<file path="src/rtl/sram_1rw_arbiter_if.sv">
// Bundle of the two client request/response ports and the SRAM macro pins.
// The slave modport is the arbiter's view; master is the clients plus the macro.
interface sram_1rw_arbiter_if #(
    parameter int DATA_WIDTH = 8,
    parameter int ADDR_WIDTH = 5
);
    logic                  p0_req_valid;
    logic                  p0_req_ready;
    logic                  p0_req_write;
    logic [ADDR_WIDTH-1:0] p0_req_addr;
    logic [DATA_WIDTH-1:0] p0_req_wdata;
    logic [DATA_WIDTH-1:0] p0_req_wmask;
    logic                  p0_rsp_valid;
    logic                  p0_rsp_ready;
    logic [DATA_WIDTH-1:0] p0_rsp_data;

    logic                  p1_req_valid;
    logic                  p1_req_ready;
    logic                  p1_req_write;
    logic [ADDR_WIDTH-1:0] p1_req_addr;
    logic [DATA_WIDTH-1:0] p1_req_wdata;
    logic [DATA_WIDTH-1:0] p1_req_wmask;
    logic                  p1_rsp_valid;
    logic                  p1_rsp_ready;
    logic [DATA_WIDTH-1:0] p1_rsp_data;

    logic                  mem_re;
    logic                  mem_we;
    logic [ADDR_WIDTH-1:0] mem_addr;
    logic [DATA_WIDTH-1:0] mem_data_in;
    logic [DATA_WIDTH-1:0] mem_wmask;
    logic [DATA_WIDTH-1:0] mem_data_out;

    modport slave (
        input  p0_req_valid, p0_req_write, p0_req_addr, p0_req_wdata, p0_req_wmask, p0_rsp_ready,
        output p0_req_ready, p0_rsp_valid, p0_rsp_data,
        input  p1_req_valid, p1_req_write, p1_req_addr, p1_req_wdata, p1_req_wmask, p1_rsp_ready,
        output p1_req_ready, p1_rsp_valid, p1_rsp_data,
        output mem_re, mem_we, mem_addr, mem_data_in, mem_wmask,
        input  mem_data_out
    );

    modport master (
        output p0_req_valid, p0_req_write, p0_req_addr, p0_req_wdata, p0_req_wmask, p0_rsp_ready,
        input  p0_req_ready, p0_rsp_valid, p0_rsp_data,
        output p1_req_valid, p1_req_write, p1_req_addr, p1_req_wdata, p1_req_wmask, p1_rsp_ready,
        input  p1_req_ready, p1_rsp_valid, p1_rsp_data,
        input  mem_re, mem_we, mem_addr, mem_data_in, mem_wmask,
        output mem_data_out
    );
endinterface

</file>
<file path="src/rtl/sram_1rw_arbiter.sv">
// Round-robin arbiter for two valid/ready clients sharing one single-port
// bit-masked SRAM, with a one-entry read-response buffer per client.
module sram_1rw_arbiter #(
    parameter int DATA_WIDTH = 8,
    parameter int DEPTH      = 32,
    parameter int ADDR_WIDTH = $clog2(DEPTH)
) (
    input  logic              clk,
    input  logic              rst_b,
    sram_1rw_arbiter_if.slave bus
);
    logic [1:0]            req_valid;
    logic [1:0]            req_write;
    logic [1:0]            rsp_ready;
    logic [ADDR_WIDTH-1:0] req_addr  [2];
    logic [DATA_WIDTH-1:0] req_wdata [2];
    logic [DATA_WIDTH-1:0] req_wmask [2];

    logic [1:0]            elig;
    logic [1:0]            grant;
    logic [1:0]            rd_inflight;
    logic                  any_grant;
    logic                  win;

    logic                  mem_re;
    logic                  mem_we;
    logic [ADDR_WIDTH-1:0] mem_addr;
    logic [DATA_WIDTH-1:0] mem_data_in;
    logic [DATA_WIDTH-1:0] mem_wmask;

    logic                  last_grant_q, last_grant_d;
    logic                  rd_pending_q, rd_pending_d;
    logic                  rd_port_q,    rd_port_d;
    logic [1:0]            rsp_valid_q,  rsp_valid_d;
    logic [DATA_WIDTH-1:0] rsp_data_q [2];
    logic [DATA_WIDTH-1:0] rsp_data_d [2];

    assign req_valid    = {bus.p1_req_valid, bus.p0_req_valid};
    assign req_write    = {bus.p1_req_write, bus.p0_req_write};
    assign rsp_ready    = {bus.p1_rsp_ready, bus.p0_rsp_ready};
    assign req_addr[0]  = bus.p0_req_addr;
    assign req_addr[1]  = bus.p1_req_addr;
    assign req_wdata[0] = bus.p0_req_wdata;
    assign req_wdata[1] = bus.p1_req_wdata;
    assign req_wmask[0] = bus.p0_req_wmask;
    assign req_wmask[1] = bus.p1_req_wmask;

    // A read is in flight only during the single cycle after its grant.
    assign rd_inflight = {rd_pending_q & rd_port_q, rd_pending_q & ~rd_port_q};

    always_comb begin
        elig         = '0;
        grant        = '0;
        mem_re       = 1'b0;
        mem_we       = 1'b0;
        mem_addr     = '0;
        mem_data_in  = '0;
        mem_wmask    = '0;
        rsp_valid_d  = rsp_valid_q;
        rsp_data_d   = rsp_data_q;

        // rst_b gates grants so the macro pins are quiet while reset is held.
        for (int k = 0; k < 2; k++) begin
            elig[k] = rst_b && req_valid[k] &&
                      (req_write[k] || (!rd_inflight[k] && (!rsp_valid_q[k] || rsp_ready[k])));
        end
        grant[0]  = elig[0] && (!elig[1] || last_grant_q);
        grant[1]  = elig[1] && (!elig[0] || !last_grant_q);
        any_grant = |grant;
        win       = grant[1];

        if (any_grant) begin
            mem_addr = req_addr[win];
            if (req_write[win]) begin
                mem_we      = 1'b1;
                mem_data_in = req_wdata[win];
                mem_wmask   = req_wmask[win];
            end else begin
                mem_re      = 1'b1;
            end
        end

        last_grant_d = any_grant ? win : last_grant_q;
        rd_pending_d = any_grant && !req_write[win];
        rd_port_d    = rd_pending_d ? win : rd_port_q;

        // Capture wins over drain so a back-to-back read is never lost.
        for (int k = 0; k < 2; k++) begin
            if (rsp_valid_q[k] && rsp_ready[k]) begin
                rsp_valid_d[k] = 1'b0;
            end
            if (rd_inflight[k]) begin
                rsp_valid_d[k] = 1'b1;
                rsp_data_d[k]  = bus.mem_data_out;
            end
        end
    end

    always_ff @(posedge clk or negedge rst_b) begin
        if (!rst_b) begin
            last_grant_q  <= 1'b1;
            rd_pending_q  <= 1'b0;
            rd_port_q     <= 1'b0;
            rsp_valid_q   <= '0;
            rsp_data_q[0] <= '0;
            rsp_data_q[1] <= '0;
        end else begin
            last_grant_q  <= last_grant_d;
            rd_pending_q  <= rd_pending_d;
            rd_port_q     <= rd_port_d;
            rsp_valid_q   <= rsp_valid_d;
            rsp_data_q[0] <= rsp_data_d[0];
            rsp_data_q[1] <= rsp_data_d[1];
        end
    end

    assign bus.p0_req_ready = grant[0];
    assign bus.p1_req_ready = grant[1];
    assign bus.p0_rsp_valid = rsp_valid_q[0];
    assign bus.p1_rsp_valid = rsp_valid_q[1];
    assign bus.p0_rsp_data  = rsp_data_q[0];
    assign bus.p1_rsp_data  = rsp_data_q[1];
    assign bus.mem_re       = mem_re;
    assign bus.mem_we       = mem_we;
    assign bus.mem_addr     = mem_addr;
    assign bus.mem_data_in  = mem_data_in;
    assign bus.mem_wmask    = mem_wmask;
endmodule

</file>
<file path="src/flat_wrapper.sv">
// flat-port wrapper written by rule: the top's interface ports become plain ports
module sram_1rw_arbiter_flat 
#(
    parameter int DATA_WIDTH = 8,
    parameter int DEPTH      = 32,
    parameter int ADDR_WIDTH = $clog2(DEPTH)
)
  (clk, rst_b, bus_p0_req_valid, bus_p0_req_write, bus_p0_req_addr, bus_p0_req_wdata, bus_p0_req_wmask, bus_p0_rsp_ready, bus_p0_req_ready, bus_p0_rsp_valid, bus_p0_rsp_data, bus_p1_req_valid, bus_p1_req_write, bus_p1_req_addr, bus_p1_req_wdata, bus_p1_req_wmask, bus_p1_rsp_ready, bus_p1_req_ready, bus_p1_rsp_valid, bus_p1_rsp_data, bus_mem_re, bus_mem_we, bus_mem_addr, bus_mem_data_in, bus_mem_wmask, bus_mem_data_out);
  sram_1rw_arbiter_if #(.DATA_WIDTH(DATA_WIDTH), .ADDR_WIDTH(ADDR_WIDTH)) bus_i ();
  input  logic clk;
  input  logic rst_b;
  input wire logic [$bits(bus_i.p0_req_valid)-1:0] bus_p0_req_valid;
  input wire logic [$bits(bus_i.p0_req_write)-1:0] bus_p0_req_write;
  input wire logic [$bits(bus_i.p0_req_addr)-1:0] bus_p0_req_addr;
  input wire logic [$bits(bus_i.p0_req_wdata)-1:0] bus_p0_req_wdata;
  input wire logic [$bits(bus_i.p0_req_wmask)-1:0] bus_p0_req_wmask;
  input wire logic [$bits(bus_i.p0_rsp_ready)-1:0] bus_p0_rsp_ready;
  output wire logic [$bits(bus_i.p0_req_ready)-1:0] bus_p0_req_ready;
  output wire logic [$bits(bus_i.p0_rsp_valid)-1:0] bus_p0_rsp_valid;
  output wire logic [$bits(bus_i.p0_rsp_data)-1:0] bus_p0_rsp_data;
  input wire logic [$bits(bus_i.p1_req_valid)-1:0] bus_p1_req_valid;
  input wire logic [$bits(bus_i.p1_req_write)-1:0] bus_p1_req_write;
  input wire logic [$bits(bus_i.p1_req_addr)-1:0] bus_p1_req_addr;
  input wire logic [$bits(bus_i.p1_req_wdata)-1:0] bus_p1_req_wdata;
  input wire logic [$bits(bus_i.p1_req_wmask)-1:0] bus_p1_req_wmask;
  input wire logic [$bits(bus_i.p1_rsp_ready)-1:0] bus_p1_rsp_ready;
  output wire logic [$bits(bus_i.p1_req_ready)-1:0] bus_p1_req_ready;
  output wire logic [$bits(bus_i.p1_rsp_valid)-1:0] bus_p1_rsp_valid;
  output wire logic [$bits(bus_i.p1_rsp_data)-1:0] bus_p1_rsp_data;
  output wire logic [$bits(bus_i.mem_re)-1:0] bus_mem_re;
  output wire logic [$bits(bus_i.mem_we)-1:0] bus_mem_we;
  output wire logic [$bits(bus_i.mem_addr)-1:0] bus_mem_addr;
  output wire logic [$bits(bus_i.mem_data_in)-1:0] bus_mem_data_in;
  output wire logic [$bits(bus_i.mem_wmask)-1:0] bus_mem_wmask;
  input wire logic [$bits(bus_i.mem_data_out)-1:0] bus_mem_data_out;
  assign bus_i.p0_req_valid = bus_p0_req_valid;
  assign bus_i.p0_req_write = bus_p0_req_write;
  assign bus_i.p0_req_addr = bus_p0_req_addr;
  assign bus_i.p0_req_wdata = bus_p0_req_wdata;
  assign bus_i.p0_req_wmask = bus_p0_req_wmask;
  assign bus_i.p0_rsp_ready = bus_p0_rsp_ready;
  assign bus_p0_req_ready = bus_i.p0_req_ready;
  assign bus_p0_rsp_valid = bus_i.p0_rsp_valid;
  assign bus_p0_rsp_data = bus_i.p0_rsp_data;
  assign bus_i.p1_req_valid = bus_p1_req_valid;
  assign bus_i.p1_req_write = bus_p1_req_write;
  assign bus_i.p1_req_addr = bus_p1_req_addr;
  assign bus_i.p1_req_wdata = bus_p1_req_wdata;
  assign bus_i.p1_req_wmask = bus_p1_req_wmask;
  assign bus_i.p1_rsp_ready = bus_p1_rsp_ready;
  assign bus_p1_req_ready = bus_i.p1_req_ready;
  assign bus_p1_rsp_valid = bus_i.p1_rsp_valid;
  assign bus_p1_rsp_data = bus_i.p1_rsp_data;
  assign bus_mem_re = bus_i.mem_re;
  assign bus_mem_we = bus_i.mem_we;
  assign bus_mem_addr = bus_i.mem_addr;
  assign bus_mem_data_in = bus_i.mem_data_in;
  assign bus_mem_wmask = bus_i.mem_wmask;
  assign bus_i.mem_data_out = bus_mem_data_out;
  sram_1rw_arbiter #(.DATA_WIDTH(DATA_WIDTH), .DEPTH(DEPTH), .ADDR_WIDTH(ADDR_WIDTH)) u_core (.clk(clk), .rst_b(rst_b), .bus(bus_i));
endmodule
</file>
<file path="config.mk">
export PLATFORM = sky130hd
export DESIGN_NAME = sram_1rw_arbiter_flat
export DESIGN_NICKNAME = d
export VERILOG_FILES = /design/src/rtl/sram_1rw_arbiter_if.sv /design/src/rtl/sram_1rw_arbiter.sv /design/src/flat_wrapper.sv
export SDC_FILE = /design/constraint.sdc
export NUM_CORES = 1
export LEC_CHECK = 0
export CAP_MARGIN = 20
export CORE_MARGIN = 4
export CORE_UTILIZATION = 37
export DETAILED_ROUTE_END_ITERATION = 10
export PLACE_DENSITY_LB_ADDON = 0.12
export SKIP_CTS_REPAIR_TIMING = 1
export SYNTH_ARGS = -nofsm -noshare
export SYNTH_HDL_FRONTEND = slang
export SYNTH_SLANG_ARGS = --single-unit
</file>
<file path="constraint.sdc">
create_clock -name clk -period 2.48 [get_ports clk]
set_input_delay 0.248 -clock clk [delete_from_list [all_inputs] [get_ports clk]]
set_output_delay 0.248 -clock clk [all_outputs]
set_load 0.02 [all_outputs]
</file>
Word level (Yosys, flattened, before mapping):

Index checks and enable logic that the tools add are counted.

* flip-flop bits (word level): 21
* bits in latches: 0
* RAM bits: 0
* memory bits (read-only): 0
* input bits: 58
* output and inout bits: 43
* memories kept: 0

* add/sub/neg operators: 0
* multiply operators: 0
* divide/modulo/power cells: 0
* $lt $le $gt $ge: 2
* equality and inequality tests: 0
* shift operators: 0
* multiplexer cells: 24
* bitwise logic cells: 4
* reductions and logical operators: 28

Operators by type and width (number)
* 8-bit 2-to-1 mux: 10
* 5-bit 2-to-1 mux: 4
* 1-bit logical AND: 11
* 1-bit 2-to-1 mux: 10
* 1-bit zero test: 8
* 1-bit logical OR: 6
* 2-bit nonzero test: 2
* 1-bit AND: 2
* 2-bit greater-or-equal comparator, second input constant: 1
* 1-bit by 2-bit less-than comparator with 1-bit output, second input constant: 1
* 1-bit NOT with 2-bit output: 1
* 2-bit OR reduction: 1
* 1-bit NOT: 1

Logic depth before layout (Yosys ltp):

Gate-level depths: netlist of run 1.

* depth after elaboration: 15
* gate-level depth with buffers: 8
* depth with buffers taken out: 5

Worst setup path after synthesis of run 1:

Ideal clock, no wire load.

* kind: reg2out
* from: reg u_core.rd_port_q
* to: out bus_mem_addr[0]
* arrival time: 1644 ps
* required time: 2232 ps
* slack: 588 ps
* cell stages (with the launch flop): 8
* buffers on the path: 2
* path through: dfrtp_1 > nand2b_4 > buf_6 > a21o_4 > and3_4 > buf_6 > nor2_4 > a22o_1

* word-level cells in the longest chain between the ends: 14
* elaborated cells between the ends (all ways): 23
* classes of those cells: 4 x mux; 4 x bitwise; 15 x reduce/logical

Ends and longest elaborated chain
* start: declaration: RTL line sram_1rw_arbiter.sv:33 `logic rd_port_q, rd_port_d;`
* start signal: assignment: RTL line sram_1rw_arbiter.sv:110 `rd_port_q <= rd_port_d;`
* 1-bit NOT: RTL line sram_1rw_arbiter.sv:49 `assign rd_inflight = {rd_pending_q & rd_port_q, rd_pending_q & ~rd_port_q};`
* 1-bit AND: RTL line sram_1rw_arbiter.sv:49
* 1-bit zero test: RTL line sram_1rw_arbiter.sv:65 `(req_write[k] || (!rd_inflight[k] && (!rsp_valid_q[k] || rsp_ready[k])));`
* 1-bit logical AND: RTL line sram_1rw_arbiter.sv:65
* 1-bit logical OR: RTL line sram_1rw_arbiter.sv:65
* 1-bit logical AND: RTL line sram_1rw_arbiter.sv:64 `elig[k] = rst_b && req_valid[k] &&`
* 1-bit zero test: RTL line sram_1rw_arbiter.sv:68 `grant[1] = elig[1] && (!elig[0] || !last_grant_q);`
* 1-bit logical OR: RTL line sram_1rw_arbiter.sv:68
* 1-bit logical AND *: RTL line sram_1rw_arbiter.sv:68
* named net bus_p1_req_ready: RTL line flat_wrapper.sv:27 `output wire logic [$bits(bus_i.p1_req_ready)-1:0] bus_p1_req_ready;`
* 1-bit NOT with 2-bit output (not written as such): RTL line sram_1rw_arbiter.sv:73 `mem_addr = req_addr[win];`
* 5-bit 2-to-1 mux (not written as such) (3 in series): RTL line sram_1rw_arbiter.sv:73
* 5-bit 2-to-1 mux *: RTL line sram_1rw_arbiter.sv:72 `if (any_grant) begin`
* end: declaration: RTL line flat_wrapper.sv:32 `output wire logic [$bits(bus_i.mem_addr)-1:0] bus_mem_addr;`

The timed path passes the listed nets; every way through them passes the cells marked *. The select of a mux whose other input is x is not followed.

Final worst setup path of run 1:

* from: in bus_p0_rsp_ready
* to: out bus_mem_addr[2]

* word-level cells in the longest chain between the ends: 12
* elaborated cells between the ends (all ways): 14
* classes of those cells: 4 x mux; 1 x bitwise; 9 x reduce/logical

Ends and longest elaborated chain
* start: declaration: RTL line flat_wrapper.sv:17 `input wire logic [$bits(bus_i.p0_rsp_ready)-1:0] bus_p0_rsp_ready;`
* 1-bit logical OR *: RTL line sram_1rw_arbiter.sv:65
* 1-bit logical AND *: RTL line sram_1rw_arbiter.sv:65
* 1-bit logical OR *: RTL line sram_1rw_arbiter.sv:65
* 1-bit logical AND *: RTL line sram_1rw_arbiter.sv:64
* 1-bit zero test: RTL line sram_1rw_arbiter.sv:68
* 1-bit logical OR: RTL line sram_1rw_arbiter.sv:68
* 1-bit logical AND: RTL line sram_1rw_arbiter.sv:68
* 1-bit NOT with 2-bit output (not written as such): RTL line sram_1rw_arbiter.sv:73
* 5-bit 2-to-1 mux (not written as such) (3 in series): RTL line sram_1rw_arbiter.sv:73
* 5-bit 2-to-1 mux *: RTL line sram_1rw_arbiter.sv:72

Mark *: on every way between the ends. The rest lies on a longest branch, timed or not. The select of a mux whose other input is x is not followed.

==> results of run 1 <==
## synth_stat cells (3+ instances only)
library cell | instances | area, µm²
o211ai_2 | 10 | 125
a22o_1 | 5 | 43.8
mux2_2 | 16 | 180
dfrtp_1 | 20 | 500
buf_2 | 3 | 15.0
and2_1 | 3 | 18.8
buf_6 | 3 | 33.8
clkbuf_1 | 3 | 11.3
buf_4 | 3 | 22.5
nand4_1 | 16 | 100
nand2_1 | 3 | 11.3
a21oi_1 | 17 | 85.1
o211ai_1 | 6 | 45.0
## flip-flops by register name, summed over array words and instances (netlist names)
name / flops
u_core.rd_port_q: 1
u_core.rd_pending_q: 1
u_core.bus.p0_rsp_data: 8
u_core.last_grant_q: 1
u_core.bus.p1_rsp_data: 8
u_core.rsp_valid_q: 2
## power by group
part | switching (mW) | internal, mW | leakage (nW) | total, mW
logic | 0.427 | 0.495 | 1.09 | 0.922
clock network | 0.0946 | 0.114 | 0.0228 | 0.208
registers | 0.0786 | 0.480 | 0.249 | 0.558
total | 0.600 | 1.09 | 1.36 | 1.69
## layout make-up
type / count / share of cell area
multi-input cells: 97 / 0.305
flip-flops and latches: 21 / 0.201
repair buffers: 112 / 0.453
well taps: 48 / 0.0229
clock buffers: 4 / 0.0172
inverters: 1 / 0.00143
## critical path: cells and delay by family
kind | cells | cell delay (ns)
AO/OA/AOI/OAI | 2 | 0.43
buffers and inverters | 2 | 0.64
AND/OR/NAND/NOR | 3 | 0.61
## metal layers
layer,vias to the layer above,routed length (µm),share of wire,track usage
met5,-,0,0,0
met4,0,73,0.016,0.0532
met3,6,386,0.083,0.0435
met2,74,2430,0.52,0.323
met1,730,1770,0.38,0.213
li1,718,-,-,-
## cell families after synthesis
family                 Yosys count
AOI/OAI and AO/OA               45
buffers and inverters           14
DFF                             21
muxes                           16
and+or+nand+nor                 35
## worst max path at each step
stage,start,cells after the start,slack (ns),to
after global placement,bus_p0_rsp_ready,7,-0.06,bus_mem_re
after global routing,bus_p1_rsp_ready,7,0.21,bus_mem_addr[2]
after floorplan,u_core.rd_port_q$_DFFE_PN0P_,7,0.59,bus_mem_addr[0]
after detailed placement,bus_p0_rsp_ready,7,-0.09,bus_mem_re
after CTS,bus_p0_rsp_ready,7,-0.10,bus_mem_data_in[1]
final,bus_p0_rsp_ready,7,0.30,bus_mem_addr[2]
==> results.sh, run 1 <==
export IMPL_cts_buffer_depth=2
export IMPL_grt_use_total=0.181
export IMPL_outcome="finished clean"
export IMPL_final_setup_skew_ns=0.00244
export IMPL_dr_pass1_iters=5
export IMPL_reg2reg_depth=7
export IMPL_synth_cell_types=33
export IMPL_r2r_slack_ns=0.70
export IMPL_setup_tns_ns=0
export IMPL_coreArea_um2=3660
export IMPL_grt_antenna_before_repair=0
export IMPL_wirelength_um=4660
export IMPL_r2r_end="u_core.rd_port_q$_DFFE_PN0P_"
export IMPL_cts_tree="yes"
export IMPL_cts_buffers=3
export IMPL_drt_iter0_drc=30
export IMPL_fmax_mhz=459
export IMPL_vias=1528
export IMPL_p_leak_nw=1.36
export IMPL_dieArea_um2=4860
export IMPL_rsz0062_at_grt="no"
export IMPL_place_gp_congestion=0.779
export IMPL_start_util=0.385
export IMPL_die_h_um=69.7
export IMPL_antenna_cells=0
export IMPL_finalNetCount=294
export IMPL_synth_top_family_by_area="compound AO/OA/AOI/OAI gates"
export IMPL_power_mw=1.69
export IMPL_max_slew_margin_rel=0.782
export IMPL_placed_area_um2=2480
export IMPL_slowest_delay_ns=0.39
export IMPL_clk_latency_ns=0.25
export IMPL_grt_max_degree=20
export IMPL_crit_path_end_kind="output port"
export IMPL_hold_path_class="primary input to async pin"
export IMPL_netlist_area_um2=1410
export IMPL_register_area_um2=527
export IMPL_synth_mux_area_fraction=0.128
export IMPL_synth_compound_area_frac=0.260
export IMPL_io_pins=101
export IMPL_worstSetupStartpointType="primary input"
export IMPL_h_tree_depth=1
export IMPL_cts_root_buf="clkbuf_8"
export IMPL_fin_worst_hold_slack_ns=0.361
export IMPL_setup_viol=0
export IMPL_portBuffers=100
export IMPL_layout_cells_most_common="clkdlybuf4s50_1"
export IMPL_viasPerCell=5.40
export IMPL_syn_num_nets=189
export IMPL_drcViolationCount=0
export IMPL_synth_seq_cells=21
export IMPL_dp_cells=276
export IMPL_min_period_ns=2.18
export IMPL_multi_input_area_um2=800
export IMPL_clk_pin_slew_ns=0.07
export IMPL_crit_slowest_cell="clkdlybuf4s50_1"
export IMPL_cp_max_fo=9
export IMPL_final_period_utilization=0.879
export IMPL_syn2layout_area_growth_pct=86.1
export IMPL_fin_cells=283
export IMPL_r2r_start="u_core.rd_port_q$_DFFE_PN0P_"
export IMPL_synth_fa_ha_area_frac=0
export IMPL_grt_pass1_vias=1613
export IMPL_postSynth_asyncResetShare=1.00
export IMPL_path_class="primary input to output port"
export IMPL_final_setup_worst_slack_ns=0.300
export IMPL_cp_required_ns=2.23
export IMPL_maxCapViolations=0
export IMPL_num_rows=22
export IMPL_yosys_warnings=0
export IMPL_synthSimpleGateAreaFrac=0.166
export IMPL_power_density_nw_per_um2=644
export IMPL_postSynthAreaPerCell_um2=10.8
export IMPL_ys_seq_area_frac=0.374
export IMPL_synth_edf_count=0
export IMPL_worst_slew_pin_slew_ns=0.327
export IMPL_drtAntennaViolNets=0
export IMPL_hold_viol=0
export IMPL_slew_violations=0
export IMPL_synthXorXnorAreaFrac=0
export IMPL_ir_drop_v=0.000243
export IMPL_synth_main_ff_cell="dfrtp_1"
export IMPL_drive_above_1_share=0.230
export IMPL_cts_sinks=21
export IMPL_grt_ovfl_total=0
export IMPL_nFillCells=279
export IMPL_final_util=0.716
export IMPL_path_cells="clkdlybuf4s50_1 -> nand2b_1 -> a21o_4 -> and3_4 -> nor2_4 -> a22o_1 -> dlymetal6s2s_1"
export IMPL_most_common_layout_cells="clkdlybuf4s50_1 (75), dlymetal6s2s_1 (24), dfrtp_1 (20)"
export IMPL_grt_pass1_wl_um=7410
export IMPL_dp_hpwl_um=3670
export IMPL_finalInstanceArea_um2=2620
export IMPL_drt_wirelength_per_cell_um=16.5
export IMPL_syn_inst=131
export IMPL_arrival_ns=1.93
export IMPL_chipWidth_um=69.7
export IMPL_post_place_ws_ns=-0.0931
No activity file was read; power rests on OpenSTA's default activity.
==> run 2: changes to the inputs <==
--- a/config.mk
+++ b/config.mk
@@ -10,6 +10,7 @@
 export CORE_UTILIZATION = 37
 export DETAILED_ROUTE_END_ITERATION = 10
 export PLACE_DENSITY_LB_ADDON = 0.12
+export RECOVER_POWER = 100
 export SKIP_CTS_REPAIR_TIMING = 1
 export SYNTH_ARGS = -nofsm -noshare
 export SYNTH_HDL_FRONTEND = slang
==> results.sh, run 2 (synthesis results as in run 1) <==
export IMPL_h_tree_depth=1
export IMPL_dr_pass1_iters=4
export IMPL_most_common_layout_cells="clkdlybuf4s50_1 (56), clkbuf_1 (26), dfrtp_1 (20)"
export IMPL_final_period_utilization=0.886
export IMPL_drt_iter0_drc=19
export IMPL_crit_family="buffers and inverters"
export IMPL_rsz0062_at_grt="no"
export IMPL_die_h_um=69.7
export IMPL_syn2layout_area_growth_pct=70.9
export IMPL_io_pins=101
export IMPL_place_gp_congestion=0.779
export IMPL_r2r_start="u_core.rd_port_q$_DFFE_PN0P_"
export IMPL_crit_path_end_kind="output port"
export IMPL_final_setup_worst_slack_ns=0.283
export IMPL_outcome="finished clean"
export IMPL_drt_wirelength_per_cell_um=16.4
export IMPL_grt_max_degree=20
export IMPL_path_buf_inv=2
export IMPL_clk_pin_slew_ns=0.07
export IMPL_drtAntennaViolNets=0
export IMPL_portBuffers=100
export IMPL_cts_tree="yes"
export IMPL_r2r_slack_ns=0.72
export IMPL_grt_antenna_before_repair=0
export IMPL_antenna_cells=0
export IMPL_cts_sinks=21
export IMPL_vias=1531
export IMPL_cts_buffers=3
export IMPL_wirelength_um=4640
export IMPL_cts_root_buf="clkbuf_8"
export IMPL_hold_viol=0
export IMPL_maxCapViolations=0
export IMPL_finalNetCount=294
export IMPL_cp_startpoint="bus_p0_rsp_ready"
export IMPL_worst_slew_pin_slew_ns=0.770
export IMPL_crit_slowest_cell="clkdlybuf4s50_1"
export IMPL_num_rows=22
export IMPL_r2r_end="u_core.rd_port_q$_DFFE_PN0P_"
export IMPL_power_density_nw_per_um2=667
export IMPL_viasPerCell=5.41
export IMPL_fin_cells=283
export IMPL_grt_ovfl_total=0
export IMPL_arrival_ns=1.95
export IMPL_start_util=0.385
export IMPL_placed_area_um2=2480
export IMPL_cp_max_fo=9
export IMPL_worstSetupStartpointType="primary input"
export IMPL_clk_latency_ns=0.25
export IMPL_chipWidth_um=69.7
export IMPL_cts_buffer_depth=2
export IMPL_setup_viol=0
export IMPL_p_leak_nw=0.942
export IMPL_dp_cells=276
export IMPL_cp_required_ns=2.23
export IMPL_grt_use_total=0.181
export IMPL_dp_hpwl_um=3670
export IMPL_finalInstanceArea_um2=2410
export IMPL_max_slew_margin_rel=0.487
export IMPL_hold_path_class="primary input to async pin"
export IMPL_min_period_ns=2.20
export IMPL_grt_pass1_wl_um=7410
export IMPL_slowest_delay_ns=0.39
export IMPL_setup_tns_ns=0
export IMPL_coreArea_um2=3660
export IMPL_path_cells="clkdlybuf4s50_1 -> nand2b_1 -> a21o_4 -> and3_4 -> nor2_4 -> a22o_1 -> clkbuf_1"
export IMPL_ir_drop_v=0.000238
export IMPL_drive_above_1_share=0.209
export IMPL_dieArea_um2=4860
export IMPL_post_place_ws_ns=-0.0931
export IMPL_power_mw=1.61
export IMPL_drcViolationCount=0
export IMPL_final_setup_skew_ns=0.00255
export IMPL_path_class="primary input to output port"
export IMPL_reg2reg_depth=7
export IMPL_layout_cells_most_common="clkdlybuf4s50_1"
export IMPL_fmax_mhz=455
export IMPL_slew_violations=0
export IMPL_grt_pass1_vias=1613
==> run 2: cell types whose count changed in the layout (fill, tap and decap cells not counted) <==
| cell | before | now |
|---|---|---|
| clkbuf_1 | 1 | 26 |
| dlymetal6s2s_1 | 24 | 2 |
| buf_4 | 10 | 7 |
| dlygate4sd3_1 | 0 | 19 |
| clkdlybuf4s50_1 | 75 | 56 |
| nand2b_1 | 2 | 3 |
| nand2_1 | 3 | 4 |
| nand2b_4 | 1 | 0 |
| nand2_2 | 2 | 1 |
==> run 2: final cells by class <==
cell class              instances  area [µm²]
fillers                       325        1250
repair buffers                112         982
multi-input cells              97         790
flip-flops and latches         21         527
well taps                      48        60.1
clock buffers                   4        45.0
inverters                       1        3.75
==> run 2: through the flow <==
stage                      util  hold WS [ns]
after floorplan               -       -0.0476
final                     0.658         0.433
after global routing      0.658         0.442
after CTS                 0.691         0.358
after global placement    0.679         0.487
after detailed placement  0.679         0.502
==> run 2: layer usage <==
metal / vias to the layer above / share of wire / GRT usage
li1: 719 / - / -
met5: - / 0 / 0
met1: 725 / 0.38 / 0.213
met3: 6 / 0.085 / 0.0435
met4: 0 / 0.016 / 0.0532
met2: 81 / 0.51 / 0.323
==> run 2: power breakdown <==
part	switching [mW]	total (mW)	internal, mW
sequential	0.0715	0.551	0.479
clock	0.0936	0.207	0.114
combinational	0.428	0.847	0.419
total	0.593	1.61	1.01
==> run 2: worst max-delay path by stage <==
stage,to,depth (start not counted)
global placement,bus_mem_re,7
detailed placement,bus_mem_re,7
floorplan,bus_mem_addr[0],7
finish,bus_mem_addr[2],7
CTS,bus_mem_data_in[1],7
global route,bus_mem_addr[2],7
==> RTL edit: new RTL, config.mk and constraints of run 2 <==
`DEPTH` is set to 32 in 2 places; all go to 64.
--- a/src/rtl/sram_1rw_arbiter.sv
+++ b/src/rtl/sram_1rw_arbiter.sv
@@ -4,3 +4,3 @@
     parameter int DATA_WIDTH = 8,
-    parameter int DEPTH      = 32,
+    parameter int DEPTH      = 64,
     parameter int ADDR_WIDTH = $clog2(DEPTH)
--- a/src/flat_wrapper.sv
+++ b/src/flat_wrapper.sv
@@ -4,3 +4,3 @@
     parameter int DATA_WIDTH = 8,
-    parameter int DEPTH      = 32,
+    parameter int DEPTH      = 64,
     parameter int ADDR_WIDTH = $clog2(DEPTH)
Interface: changed (resized bus_mem_addr, bus_p0_req_addr and bus_p1_req_addr); port bits go from 101 to 104. The function was not compared with the original's and may differ.
==> RTL edit against run 2 <==
First-iteration DRC count rose to 4.1 times the old value. Total power rose by 6.3%. Sequential power rose by 0.7%. Routed wire length fell by 1.3%. Global-route usage rose by 0.24 points. Synthesized area rose by 2.0%. Sequential cell count did not move. Setup slack got worse by 0.27 ns. Combinational power rose by 9.3%. Final area rose by 9.8%. Critical path type unchanged. Critical endpoint is now bus_mem_data_in[7].
==> RTL edit: results (changes against run 2) <==
Yosys
  • Syn Nets: 192 (+1.6%)
  • Synth area leaders: dfrtp_1, mux2_2, o211ai_2, nand4_1, a21oi_1
  • Synth unique cells: 35 (+6.1%)
  • Synth async-reset ratio: 1.00 (unchanged)
  • Sequential fraction of the synthesis area: 0.367 (-0.00717)

Placed design
  • Placer congestion estimate: 0.785 (+0.73%)
  • DP Wirelength: 3580 um (-2.5%)
  • Port bufs: 103 (+3.0%)

Setup path
  • Crit-path slowest cell: clkdlybuf4s50_1
  • Crit path from: bus_p1_rsp_ready
  • Max Fanout on Critical Path: 17 (+8)
  • Worst R2R Setup Slack: 0.82 ns (+0.10 ns)
  • R2R depth: 6 (-1)
  • Worst setup path endpoint: bus_mem_data_in[7]
  • Slowest stage delay, CP: 0.62 ns (+0.23 ns)
  • Worst EP arrival: 2.22 ns (+0.27 ns)

Pwr
  • Combinational cell power: 926 uW (+9.3%)
  • Maximum VDD drop: 0.542 mV (+130%)
  • Pleak: 0.00134 uW (+43%)
  • Clock power frac: 0.132 (+0.003)

Detailed routing
  • Vias per cell: 5.37 (-0.73%)
  • WL met1: 1810 um (+1.1%)
  • Detail Route met2 WL: 2250 um (-6.1%)
  • Final wirelength: 4580 um (-1.3%)
  • Starting DRT DRC Count: 77 (+58)
  • Routed wl met3: 444 um (+13%)

Run status
  • Status: finished clean

Global routing
  • Met1 Track Usage GR: 0.232 (+0.0184)
  • Vias in the first global route: 1,565 (-3.0%)
  • Global-route wire length before repair: 7470 um (+0.84%)
  • Met2 usage: 0.301 (-0.0216)
  • Global Route Usage Sum: 0.183 (+0.00243)
  • GR Util met3: 0.0518 (+0.00832)

Finish
  • Fillers: 293 (-9.8%)
  • Nets@finish: 299 (+1.7%)
  • Layout cells sized above 1: 0.206 (-0.00263)

Timing
  • Layout Skew: 0.00585 ns (+0.00329 ns)
  • Worst-Margin Slew: 0.776 ns (+0.00671 ns)
==> RTL edit: cell families (layout without fill, tap and decap cells) <==
kind of cell,Yosys count,count (layout),synth area share
muxes,16,16,0.125
DFF,21,21,0.367
AOI/OAI and AO/OA,46,46,0.261
buffers and inverters,14,119,0.0740
and+or+nand+nor,35,36,0.172
==> RTL edit: through the flow <==
step	worst slack (ns)	cell area, um^2	total power [uW]	instances	hold slack, ns
floorplan	0.568	1440	1030	132	-0.0476
global placement	-0.0679	2530	1470	281	0.485
detailed placement	-0.121	2530	1500	281	0.491
CTS	-0.135	2580	1720	285	0.373
global route	-0.0932	2640	1800	286	0.383
finish	0.0142	2640	1710	286	0.374
==> RTL edit: final cells by class <==
class,instances,area [um^2],share of cell area
clock buffers,3,41.3,0.0156
flip-flops and latches,21,527,0.199
repair buffers,114,1180,0.448
clock inverters,1,5.00,0.00189
multi-input cells,98,822,0.311
inverters,1,3.75,0.00142
well taps,48,60.1,0.0227
